## config.mk

```make
export PLATFORM = sky130hd
export DESIGN_NAME = equality_compare_arbiter
export DESIGN_NICKNAME = d
export VERILOG_FILES = /design/src/rtl/equality_compare_arbiter_pkg.sv /design/src/rtl/bitEquality.sv /design/src/rtl/equality_compare_arbiter.sv
export SDC_FILE = /design/constraint.sdc
export NUM_CORES = 1
export LEC_CHECK = 0
export CAP_MARGIN = 20
export CORE_ASPECT_RATIO = 0.75
export CORE_MARGIN = 8
export CORE_UTILIZATION = 40
export DETAILED_ROUTE_END_ITERATION = 8
export PLACE_DENSITY = 0.65
export SLEW_MARGIN = 20
export SYNTH_ARGS = -nofsm -noshare
export SYNTH_HDL_FRONTEND = slang
export SYNTH_SLANG_ARGS = --single-unit
```

## constraint.sdc

```tcl
create_clock -name clk -period 1.6 [get_ports clk]
set_input_delay 0.32 -clock clk [delete_from_list [all_inputs] [get_ports clk]]
set_output_delay 0.32 -clock clk [all_outputs]
set_load 0.02 [all_outputs]
```

## src/rtl/equality_compare_arbiter_pkg.sv

```systemverilog
// Shared types and helpers for the serial equality-compare arbiter.
// Holds the FSM state encoding, the default operand width and the arbitration rule.
package equality_compare_arbiter_pkg;

  localparam int DEFAULT_WIDTH = 5;

  typedef enum logic [1:0] {
    IDLE = 2'd0,
    SCAN = 2'd1,
    DONE = 2'd2
  } state_t;

  // Round-robin pick: returns 1 when requester 1 wins, 0 when requester 0 wins.
  function automatic logic rr_winner(input logic [1:0] req, input logic last);
    if (req == 2'b11) begin
      return ~last;
    end
    return req[1];
  endfunction

  function automatic logic [1:0] owner_onehot(input logic owner);
    return owner ? 2'b10 : 2'b01;
  endfunction

endpackage

```

## src/rtl/bitEquality.sv

```systemverilog
// Existing 1-bit equality cell: XNOR of its two inputs.
// Shared between both requesters by the arbiter.
module bitEquality (
  input  logic i_a,
  input  logic i_b,
  output logic o_eq
);

  assign o_eq = ~(i_a ^ i_b);

endmodule

```

## src/rtl/equality_compare_arbiter.sv

```systemverilog
// Two-requester arbiter around one shared bit-serial equality cell.
// Operands are scanned LSB first; the scan stops at the first mismatching bit.
module equality_compare_arbiter
  import equality_compare_arbiter_pkg::*;
#(
  parameter int WIDTH = DEFAULT_WIDTH
) (
  input  logic             clk,
  input  logic             reset,
  input  logic [1:0]       req,
  input  logic [WIDTH-1:0] a0,
  input  logic [WIDTH-1:0] b0,
  input  logic [WIDTH-1:0] a1,
  input  logic [WIDTH-1:0] b1,
  output logic [1:0]       gnt,
  output logic             busy,
  output logic             done,
  output logic             eq
);

  localparam int              IDX_W    = (WIDTH > 1) ? $clog2(WIDTH) : 1;
  localparam logic [IDX_W-1:0] LAST_IDX = IDX_W'(WIDTH - 1);

  state_t           r_state;
  state_t           w_state_next;
  logic [WIDTH-1:0] r_sa;
  logic [WIDTH-1:0] r_sb;
  logic [IDX_W-1:0] r_idx;
  logic [1:0]       r_gnt;
  logic             r_eq;
  logic             r_last;
  logic             w_bit_eq;
  logic             w_winner;
  logic             w_last_bit;

  bitEquality u_bit_eq (
    .i_a  (r_sa[0]),
    .i_b  (r_sb[0]),
    .o_eq (w_bit_eq)
  );

  assign w_winner   = rr_winner(req, r_last);
  assign w_last_bit = (r_idx == LAST_IDX);

  // NOTE: sequential state uses non-blocking assignments so every register
  // samples pre-edge values regardless of block evaluation order.
  always_ff @(posedge clk) begin
    if (reset) begin
      r_state <= IDLE;
    end else begin
      r_state <= w_state_next;
    end
  end

  always_comb begin
    // NOTE: default assigned first so no path leaves w_state_next unassigned,
    // which would otherwise infer a latch.
    w_state_next = r_state;
    case (r_state)
      IDLE:    if (|req) w_state_next = SCAN;
      SCAN:    if (!w_bit_eq || w_last_bit) w_state_next = DONE;
      DONE:    w_state_next = IDLE;
      default: w_state_next = IDLE;
    endcase
  end

  // Control registers: owner, result, round-robin history and bit index.
  always_ff @(posedge clk) begin
    if (reset) begin
      r_gnt  <= 2'b00;
      r_eq   <= 1'b0;
      r_last <= 1'b1;
      r_idx  <= '0;
    end else begin
      case (r_state)
        IDLE: begin
          if (|req) begin
            r_gnt <= owner_onehot(w_winner);
            r_idx <= '0;
          end
        end
        SCAN: begin
          if (!w_bit_eq) begin
            r_eq <= 1'b0;
          end else if (w_last_bit) begin
            r_eq <= 1'b1;
          end else begin
            r_idx <= r_idx + IDX_W'(1);
          end
        end
        DONE: begin
          r_last <= r_gnt[1];
          r_gnt  <= 2'b00;
        end
        default: ;
      endcase
    end
  end

  // NOTE: operand shift registers carry no reset; they are always loaded at
  // grant before the cell reads them, so a reset would only cost area.
  always_ff @(posedge clk) begin
    case (r_state)
      IDLE: begin
        if (|req) begin
          r_sa <= w_winner ? a1 : a0;
          r_sb <= w_winner ? b1 : b0;
        end
      end
      SCAN: begin
        r_sa <= r_sa >> 1;
        r_sb <= r_sb >> 1;
      end
      default: ;
    endcase
  end

  assign gnt  = r_gnt;
  assign busy = (r_state != IDLE);
  assign done = (r_state == DONE);
  assign eq   = r_eq;

endmodule

```

==> results by group, run 1 <==
Outcome
  – Result of the run: finished, final reports clean

Synth
  – Ranking of synthesized cells by area: edfxtp_1, dfxtp_1, mux2i_1, o21ai_2, nand2_1
  – Syn Area/Cell: 10.9 µm²
  – Area leader, netlist: edfxtp_1
  – Count of different cell masters after synthesis: 30
  – Total number of yosys warnings: 0
  – Post-synth top flop: edfxtp_1
  – Post-synthesis async set-or-reset flop share: 0%
  – Area share of the leading cell type in the synthesized netlist: between 30% and 40%
  – Sequential fraction of the synthesis area: a little under half
  – Synthesis-stage register bit count: 19
  – Number of instances in the synthesized netlist: 92
  – Net Count, Synth: 118
  – Number of enable flip-flop cells after synthesis: 10
  – Post-Synthesis Cell Area: roughly 1000 µm²

STA
  – Final setup violation count: 0
  – Final worst path period share: ~94%
  – Number of pins with negative max-slew slack in the final report: 0
  – Tightest slew margin relative to the limit: between 70% and 80%
  – Final Hold Slack: 0.501 ns
  – Final hold violation count: 0
  – Slew of the pin with the lowest slew margin: ~0.36 ns
  – Upper clock frequency limit: around 0.66 GHz
  – Final Skew: 0.00432 ns
  – Setup repair after global routing missed its margin: false
  – Minimum period implied by the final worst setup slack: approximately 1.5 ns

Layout
  – Final standard cell count with taps included and fillers excluded: roughly 160
  – Post-layout net count: ~160
  – Final-layout fill cell count: about 220
  – Share of cells above drive strength 1: between 20% and 30%
  – Synthesis-to-layout area growth: 39.0%
  – Post-layout utilization of the core: approximately 60%
  – Inserted Diodes: 0

Critical path
  – Worst endpoint required time: between 1 and 1.5 ns
  – Critical path fanouts, max: 4
  – Highest-delay cell along the critical path: dfxtp_1
  – R2r endpoint: r_sa[0]
  – Cells along the critical path: nor2_1 -> inv_1 -> dlygate4sd2_1
  – Startpoint type of the worst setup path: register
  – Category of the most critical setup path: reg -> out
  – Endpoint of the most critical setup path: busy
  – Register-to-Register Setup Slack: ~0.15 ns
  – Worst path arrival time: 1.19 ns
  – Endpoint kind of the worst setup timing path: output pin
  – R2R cell count: 5
  – Critical path startpoint: r_state[0]
  – Reg2reg start: r_state[0]
  – Stage delay of the slowest cell on the critical path: 0.36 ns

Routing
  – Routed wirelength normalized by instance count: approximately 13 µm
  – Initial drt markers: 64
  – Post-detailed-route DRC marker count: 0
  – Vias per std cell: between 4 and 5
  – First-pass DRT Iterations: 4
  – DR vias: 765
  – DRT antenna net count: 0
  – Routed WL: 2090 µm

Global routing
  – Wire length of the first global-routing pass: 3410 µm
  – Number of antenna violations at the first check in global routing: 0
  – Maximum number of pins on one net before global-route repair: 13
  – Number of global-route vias before repair: around 770
  – Final global-route overflow total: 0
  – Global-route usage over all layers: just over 10%

Placement
  – Placed Instances: around 160
  – IO Port Bufs: 28
  – HPWL after detailed placement: between 1500 and 2000 µm
  – Placer congestion estimate: 0.753

Clock network
  – Source-to-sink clock delay at the later pin of the worst-skew pair: roughly 0.30 ns
  – Clock tree from TritonCTS: yes
  – Longest Clk Path Bufs: 2
  – Master cell of the clock root buffer: clkbuf_4
  – Number of H-tree levels: 1
  – Register clock-pin slew on the reported worst setup and hold paths: ~0.11 ns
  – CTS Sinks: 19
  – Setup Fix Bufs, Post-CTS: 0
  – TritonCTS Buffers: 3

Pwr
  – Power consumption: ~1.5 mW
  – Largest voltage drop on the vdd net: just over 0.5 mV
  – Standby leakage power: between 0.5 and 0.6 nW
  – Total power per unit cell area: approximately 1000 nW/µm²

Floorplan
  – Die Ht: about 59 µm
  – Starting utilization of the core area: 43.0%
  – Core Rows: 15
  – Core region area: roughly 2300 µm²
  – Horizontal extent of the die: about 74 µm
  – Boundary pin count: 29
  – Overall die area: 4380 µm²

Worst hold path
  – Classification of the worst-slack hold path: reg -> reg
  – Worst min-delay path startpoint: eq

Flow run
  – Number of max-capacitance violations reported: 0
## flip-flops by register name, summed over array words and instances (netlist names)
register	cells
r_sb	5
eq	1
r_idx	3
r_sa	5
r_state	2
gnt	2
r_last	1
## critical path: cells and delay by family, from the launching register on
kind	cells	cell delay [ns]
simple gates	1	0.15
flops	1	0.36
buf+inv	2	0.38
## where the power goes
group / internal [mW] / switching (mW)
sequential: 0.650 / 0.0481
combinational: 0.258 / 0.248
clock: 0.0932 / 0.153
## cell usage in the layout (no fill, tap or decap), drive strengths merged
master         count
dlymetal6s2s       2
a21oi              5
nand3b             1
nor2               7
dlygate4sd2        2
nand2b             2
edfxtp            10
nand2             11
o21ai              9
a21boi             1
clkinv             1
buf                9
o22ai              1
and3               1
clkbuf             4
nor3               3
and2b              2
nor2b              3
a211o              1
mux2i             10
inv                3
xnor2              1
clkdlybuf4s50     23
a21o               1
nand3              5
ha                 2
dfxtp              9
## per-layer routing
| metal | track usage (%) | up-vias | share of wire, % |
|---|---|---|---|
| met5 | 0 | - | 0 |
| met4 | 0.850 | 0 | 0.48 |
| met3 | 4.56 | 2 | 4.0 |
| met2 | 17.4 | 14 | 52 |
| met1 | 11.9 | 350 | 43 |
| li1 | - | 399 | - |
## metrics by stage
step | instance area [µm²] | setup WS, ns | setup TNS (ns)
6_report | 1390 | 0.0901 | 0
5_1_grt | 1390 | 0.0204 | 0
4_1_cts | 1390 | 0.00237 | 0
3_5_place_dp | 1370 | -0.170 | -1.38
3_3_place_gp | 1370 | -0.138 | -1.12
2_1_floorplan | 1000 | 0.392 | 0
## how the worst min path moves through the flow
| stage | endpoint | slack [ns] | depth (start not counted) |
|---|---|---|---|
| CTS | r_idx[0] | 0.50 | 2 |
| detailed placement | eq | 0.48 | 2 |
| floorplan | r_idx[0] | 0.47 | 2 |
| global placement | eq | 0.48 | 2 |
| finish | eq | 0.50 | 2 |
| global route | r_idx[0] | 0.53 | 2 |
## timing repair
item / 4_1_cts / 5_1_grt
hold buffers: 0 / 0
gates resized for setup: 4 / 3
endpoints found under the setup margin: 3 / 3
## logic make-up (layout without fill, tap and decap cells)
| kind of cell | Yosys count | count (layout) | synth area share (%) |
|---|---|---|---|
| adders and majority gates | 2 | 2 | 2.50 |
| AOI/OAI and AO/OA | 18 | 18 | 13.4 |
| buffers and inverters | 7 | 44 | 6.12 |
| xor gates and xnor gates | 1 | 1 | 1.63 |
| and+or+nand+nor | 35 | 35 | 18.4 |
| DFF | 19 | 19 | 48.0 |
| muxes | 10 | 10 | 10.0 |
## cells in the mapped netlist, types with 2 or more instances
library cell,count
nor2b_1,2
nand3_1,5
nand2_1,11
mux2i_1,10
a21oi_1,4
nor3_1,3
inv_1,3
o21ai_1,3
ha_1,2
o21ai_2,5
dfxtp_1,9
nor2_1,7
edfxtp_1,10
nand2b_1,2
## final cells by class
| class | count | area, µm² | area share, % |
|---|---|---|---|
| flip-flops and latches | 19 | 480 | 34.5 |
| multi-input cells | 66 | 459 | 33.0 |
| repair buffers | 37 | 370 | 26.6 |
| well taps | 34 | 42.5 | 3.06 |
| clock buffers | 3 | 22.5 | 1.62 |
| inverters | 3 | 11.3 | 0.809 |
| clock inverters | 1 | 5.00 | 0.360 |
Note: power is estimated with default switching activity, not from simulation.
==> run 2, diff against run 1 <==
--- a/config.mk
+++ b/config.mk
@@ -11,6 +11,7 @@
 export CORE_UTILIZATION = 40
 export DETAILED_ROUTE_END_ITERATION = 8
 export PLACE_DENSITY = 0.65
+export RECOVER_POWER = 50
 export SLEW_MARGIN = 20
 export SYNTH_ARGS = -nofsm -noshare
 export SYNTH_HDL_FRONTEND = slang
==> run 2 against run 1 <==
Worst setup slack worse by 0.030 ns. Routed wire length up 0.43%. Register-to-register slack about the same. Sequential cell count unchanged. First-iteration DRC count down 14%. Via count up 0.39%. Global-route usage unchanged. Clock skew about the same. Critical path depth up 2. Maximum frequency down 1.9%. Die area unchanged. Critical endpoint is now r_sa[1].
==> results by group, run 2 (synthesized netlist as in run 1, its figures left out) <==
Clock network
  – Longest Clk Path Bufs: 2
  – TritonCTS Buffers: 3
  – Number of H-tree levels: 1
  – # hold bufs at CTS: 0
  – Clock tree from TritonCTS: yes
  – Register clock-pin slew on the reported worst setup and hold paths: 0.11 ns
  – Master cell of the clock root buffer: clkbuf_4
  – Source-to-sink clock delay at the later pin of the worst-skew pair: roughly 0.3 ns
  – CTS Sinks: 19

STA
  – Final setup violation count: 0
  – Setup repair after global routing missed its margin: false
  – Number of pins with negative max-slew slack in the final report: 0
  – Upper clock frequency limit: 0.649 GHz
  – Final Skew: 0.00421 ns
  – Slew of the pin with the lowest slew margin: ~0.36 ns
  – Final worst path period share: between 90% and 100%
  – Minimum period implied by the final worst setup slack: approximately 1.5 ns
  – Final hold violation count: 0
  – Tightest slew margin relative to the limit: 75.8%
  – Min setup slack post-route: between 0.06 and 0.07 ns

Pwr
  – Largest voltage drop on the vdd net: ~0.49 mV
  – Standby leakage power: between 0.5 and 0.6 nW
  – Total power per unit cell area: around 1000 nW/µm²

Placement
  – HPWL after detailed placement: about 1700 µm
  – Worst slack after detailed placement: -0.170 ns
  – Placer congestion estimate: 0.753
  – IO Port Bufs: 28

Critical path
  – Register-to-Register Setup Slack: ~0.15 ns
  – Startpoint type of the worst setup path: input pin
  – Worst path arrival time: 1.60 ns
  – Worst endpoint required time: 1.66 ns
  – Category of the most critical setup path: in -> reg
  – Critical path fanouts, max: 9
  – Endpoint kind of the worst setup timing path: register

Global routing
  – Final global-route overflow total: 0
  – Maximum number of pins on one net before global-route repair: 13
  – Met2 track demand over resource: approximately 17%
  – Global-route usage over all layers: 10.2%
  – GR Util met1: about an eighth
  – Met3 track demand over resource in global routing: between 4 and 5%
  – Number of global-route vias before repair: 767
  – Number of antenna violations at the first check in global routing: 0
  – Peak-usage layer in the global routing report: met2
  – Wire length of the first global-routing pass: 3410 µm

Floorplan
  – Horizontal extent of the die: about 74 µm
  – Boundary pin count: 29
  – Overall die area: roughly 4400 µm²
  – Core Rows: 15
  – Die Ht: 59.3 µm
  – Starting utilization of the core area: 43.0%
  – Core region area: roughly 2300 µm²

Flow run
  – Number of max-capacitance violations reported: 0

Layout
  – Post-layout net count: ~160
  – Synthesis-to-layout area growth: 34.5%
  – Inserted Diodes: 0
  – Final-layout fill cell count: between 200 and 250
  – Most frequent cells in the layout: clkdlybuf4s50_1, nand2_1, mux2i_1, edfxtp_1, dfxtp_1
  – Share of cells above drive strength 1: between 10% and 20%
  – Top Registers: r_sa x5, r_sb x5, r_idx x3
  – Commonest non-fill, non-tap cell in the layout: clkdlybuf4s50_1
  – Post-layout utilization of the core: just under 60%

Routing
  – Vias per std cell: ~4.7
  – DR vias: approximately 770
  – Routed wirelength normalized by instance count: 12.9 µm
  – DRT antenna net count: 0
  – Routed WL: roughly 2100 µm
  – First-pass DRT Iterations: 4
  – Initial drt markers: 55
  – Post-detailed-route DRC marker count: 0

Worst hold path
  – Classification of the worst-slack hold path: reg -> reg

Outcome
  – Result of the run: finished, final reports clean
[run 2: changes by cell type in the layout (fill, tap and decap cells not counted)]
cell | previous run | this run
clkbuf_1 | 0 | 4
buf_4 | 7 | 5
dlymetal6s2s_1 | 2 | 0
and3_1 | 0 | 1
and3_4 | 1 | 0
buf_12 | 2 | 1
clkbuf_2 | 1 | 2
clkdlybuf4s50_1 | 23 | 22
dlygate4sd3_1 | 0 | 1
[run 2: power by group]
group	switching [mW]	total (mW)	leakage (nW)	internal, mW
Combinational	0.243	0.459	0.323	0.216
Sequential	0.0483	0.699	0.175	0.650
Clock	0.153	0.246	0.0177	0.0932
Total	0.445	1.40	0.516	0.959
[run 2: final timing paths]
| kind | start | endpoint | depth (start not counted) |
|---|---|---|---|
| worst max-delay path | req[0] | r_sa[1] | 5 |
| worst min-delay path | r_idx[0] | r_idx[0] | 2 |
| worst max register to register | r_state[0] | r_sa[0] | 5 |
| worst min register to register | r_idx[0] | r_idx[0] | 2 |
[run 2: layer usage]
layer | vias to the layer above | share of wire (%)
met5 | - | 0
met4 | 0 | 0.48
met3 | 2 | 3.9
met2 | 14 | 52
met1 | 353 | 44
li1 | 399 | -
[run 2: final cells by class]
type	instances	area (µm²)	area share, %
clock buffers	3	22.5	1.67
clock inverters	1	5.00	0.372
inverters	3	11.3	0.836
multi-input cells	66	454	33.7
flip-flops and latches	19	480	35.7
well taps	34	42.5	3.16
repair buffers	37	330	24.5
[run 2: per-stage QoR]
step / total power [mW] / instances / hold slack [ns] / instance area, µm² / TNS [ns]
5_1_grt: 1.49 / 163 / 0.528 / 1350 / 0
6_report: 1.40 / 163 / 0.502 / 1350 / 0
3_5_place_dp: 1.23 / 159 / 0.481 / 1370 / -1.38
4_1_cts: 1.47 / 163 / 0.504 / 1390 / 0
2_1_floorplan: 1.03 / 92 / 0.465 / 1000 / 0
3_3_place_gp: 1.22 / 159 / 0.477 / 1370 / -1.12
[run 2: what timing repair did]
item	4_1_cts	5_1_grt
hold endpoints to repair	0	0
buffers inserted	0	0
gates resized for setup	4	3
endpoints found under the setup margin	3	3
[run 2: worst max-delay path: stages]
cell,delay [ns]
dlygate4sd3_1,0.59
a21boi_4,0.23
buf_12,0.16
mux2i_1,0.22
o21ai_2,0.07
==> run 3, diff against run 2 <==
--- a/config.mk
+++ b/config.mk
@@ -12,6 +12,7 @@
 export DETAILED_ROUTE_END_ITERATION = 8
 export PLACE_DENSITY = 0.65
 export RECOVER_POWER = 50
+export REMOVE_ABC_BUFFERS = 1
 export SLEW_MARGIN = 20
 export SYNTH_ARGS = -nofsm -noshare
 export SYNTH_HDL_FRONTEND = slang
==> run 3 against run 2 <==
Critical path depth decreased by 2. Non-clock buffer count down 2. Total power fell by 1.8%. Sequential share of layout area up 0.066 points. Clock-buffer cell count stayed put. Final cell count fell by 1.2%. Global-route usage fell by 0.84 points. Critical endpoint is now busy.
==> results by group, run 3 (synthesized netlist as in run 1, its figures left out) <==
Clock network
  – Longest Clk Path Bufs: 2
  – CTS Sinks: 19
  – # hold bufs at CTS: 0
  – Clock tree from TritonCTS: yes
  – TritonCTS Buffers: 3
  – Master cell of the clock root buffer: clkbuf_4
  – Source-to-sink clock delay at the later pin of the worst-skew pair: roughly 0.29 ns
  – Number of H-tree levels: 1
  – Register clock-pin slew on the reported worst setup and hold paths: approximately 0.1 ns

Layout
  – Final standard cell count with taps included and fillers excluded: roughly 160
  – Most frequent cells in the layout: clkdlybuf4s50_1, nand2_1, mux2i_1, edfxtp_1, dfxtp_1
  – Multi-input gate area: 462 µm²
  – Post-layout net count: approximately 150
  – Share of cells above drive strength 1: 18.1%
  – Final-layout fill cell count: roughly 230
  – Synthesis-to-layout area growth: 34.3%
  – Area taken by flip-flops and latches: between 400 and 500 µm²
  – Commonest non-fill, non-tap cell in the layout: clkdlybuf4s50_1
  – Inserted Diodes: 0
  – Top Registers: r_sa x5, r_sb x5, r_idx x3

Routing
  – Initial drt markers: 5
  – Routed WL: between 1500 and 2000 µm
  – First-pass DRT Iterations: 2
  – DR vias: between 700 and 800
  – Vias per std cell: between 4 and 5
  – Routed wirelength normalized by instance count: roughly 12 µm
  – DRT antenna net count: 0
  – Post-detailed-route DRC marker count: 0

STA
  – Setup repair after global routing missed its margin: false
  – Upper clock frequency limit: roughly 0.66 GHz
  – Minimum period implied by the final worst setup slack: ~1.5 ns
  – Final Skew: roughly 0.0067 ns
  – Tightest slew margin relative to the limit: 76.9%
  – Final hold violation count: 0
  – Number of pins with negative max-slew slack in the final report: 0
  – Final setup violation count: 0
  – Slew of the pin with the lowest slew margin: about 0.35 ns
  – Final Hold Slack: 0.497 ns
  – Final worst path period share: between 90 and 100%

Floorplan
  – Overall die area: 4380 µm²
  – Horizontal extent of the die: 73.8 µm
  – Starting utilization of the core area: between 40% and 50%
  – Boundary pin count: 29
  – Die Ht: about 59 µm
  – Core Rows: 15
  – Core region area: 2330 µm²

Critical path
  – Worst endpoint required time: between 1 and 1.5 ns
  – Endpoint kind of the worst setup timing path: output pin
  – Worst path arrival time: 1.19 ns
  – Critical path fanouts, max: 6
  – Cells along the critical path: nor2_2 -> inv_1 -> dlygate4sd2_1
  – Stage delay of the slowest cell on the critical path: 0.44 ns
  – Crit path buffers/inverters: 2
  – Highest-delay cell along the critical path: dfxtp_1
  – Startpoint type of the worst setup path: register
  – Category of the most critical setup path: reg -> out
  – Critical path's top delay family: flip-flops

Placement
  – Placed Instances: between 150 and 200
  – HPWL after detailed placement: ~1600 µm
  – IO Port Bufs: 28
  – Placer congestion estimate: around 0.77

Global routing
  – Final global-route overflow total: 0
  – Number of antenna violations at the first check in global routing: 0
  – Number of global-route vias before repair: ~750
  – Global-route usage over all layers: under 10%
  – Maximum number of pins on one net before global-route repair: 15
  – Wire length of the first global-routing pass: roughly 3100 µm

Pwr
  – Largest voltage drop on the vdd net: ~0.46 mV
  – Standby leakage power: between 0.5 and 0.6 nW
  – Total power per unit cell area: 1030 nW/µm²

Outcome
  – Result of the run: finished, final reports clean

Flow run
  – Number of max-capacitance violations reported: 0

Worst hold path
  – Classification of the worst-slack hold path: reg -> reg
-- run 3: cell count changes in the layout (fill, tap and decap cells not counted), sizes merged --
cell,change
buf,-3
dlygate4sd3,-1
clkdlybuf4s50,+1
dlygate4sd2,+1
-- run 3: what timing repair did --
item / in CTS / in global routing
gates resized for setup: 5 / 3
pin swaps: 0 / 0
setup endpoints to repair: 4 / 3
buffers inserted: 0 / 0
-- run 3: cell type report --
cell class	instances	share of cell area, %
multi-input combinational	66	34.4
timing repair buffer	35	23.8
clock inverter	1	0.372
tap	34	3.17
inverter	3	0.838
clock buffer	3	1.68
sequential	19	35.8
-- run 3: metrics by stage --
step                      setup TNS, ns  power, mW  utilization [%]  cell area (µm²)  setup slack (ns)
after floorplan                       0      0.986                -              951             0.316
after detailed placement         -0.967       1.21             58.1             1350            -0.127
after global routing                  0       1.47             57.7             1340            0.0201
final                                 0       1.38             57.7             1340            0.0935
after global placement           -0.731       1.20             58.1             1350           -0.0885
after CTS                             0       1.44             59.1             1380           0.00616
-- run 3: where the power goes --
part | total, mW | internal (mW) | switching [mW]
registers | 0.699 | 0.650 | 0.0493
clock network | 0.234 | 0.0931 | 0.141
logic | 0.445 | 0.214 | 0.231
-- run 3: routing by layer --
layer  up-vias  wire length (µm)  track usage (%)
li1        394                 -                -
met1       338               830             8.87
met2        16               971             16.9
met3         2               144             4.90
met4         0                17             3.40
met5         -                 0                0
-- run 3: path summary, 6_finish.rpt --
check / start / to / slack (ns) / cells past startpoint
setup / recovery: r_state[0] / busy / 0.09 / 3
hold / removal: gnt[1] / r_last / 0.50 / 1
setup reg to reg: r_state[1] / r_sb[2] / 0.23 / 4
hold reg to reg: gnt[1] / r_last / 0.50 / 1
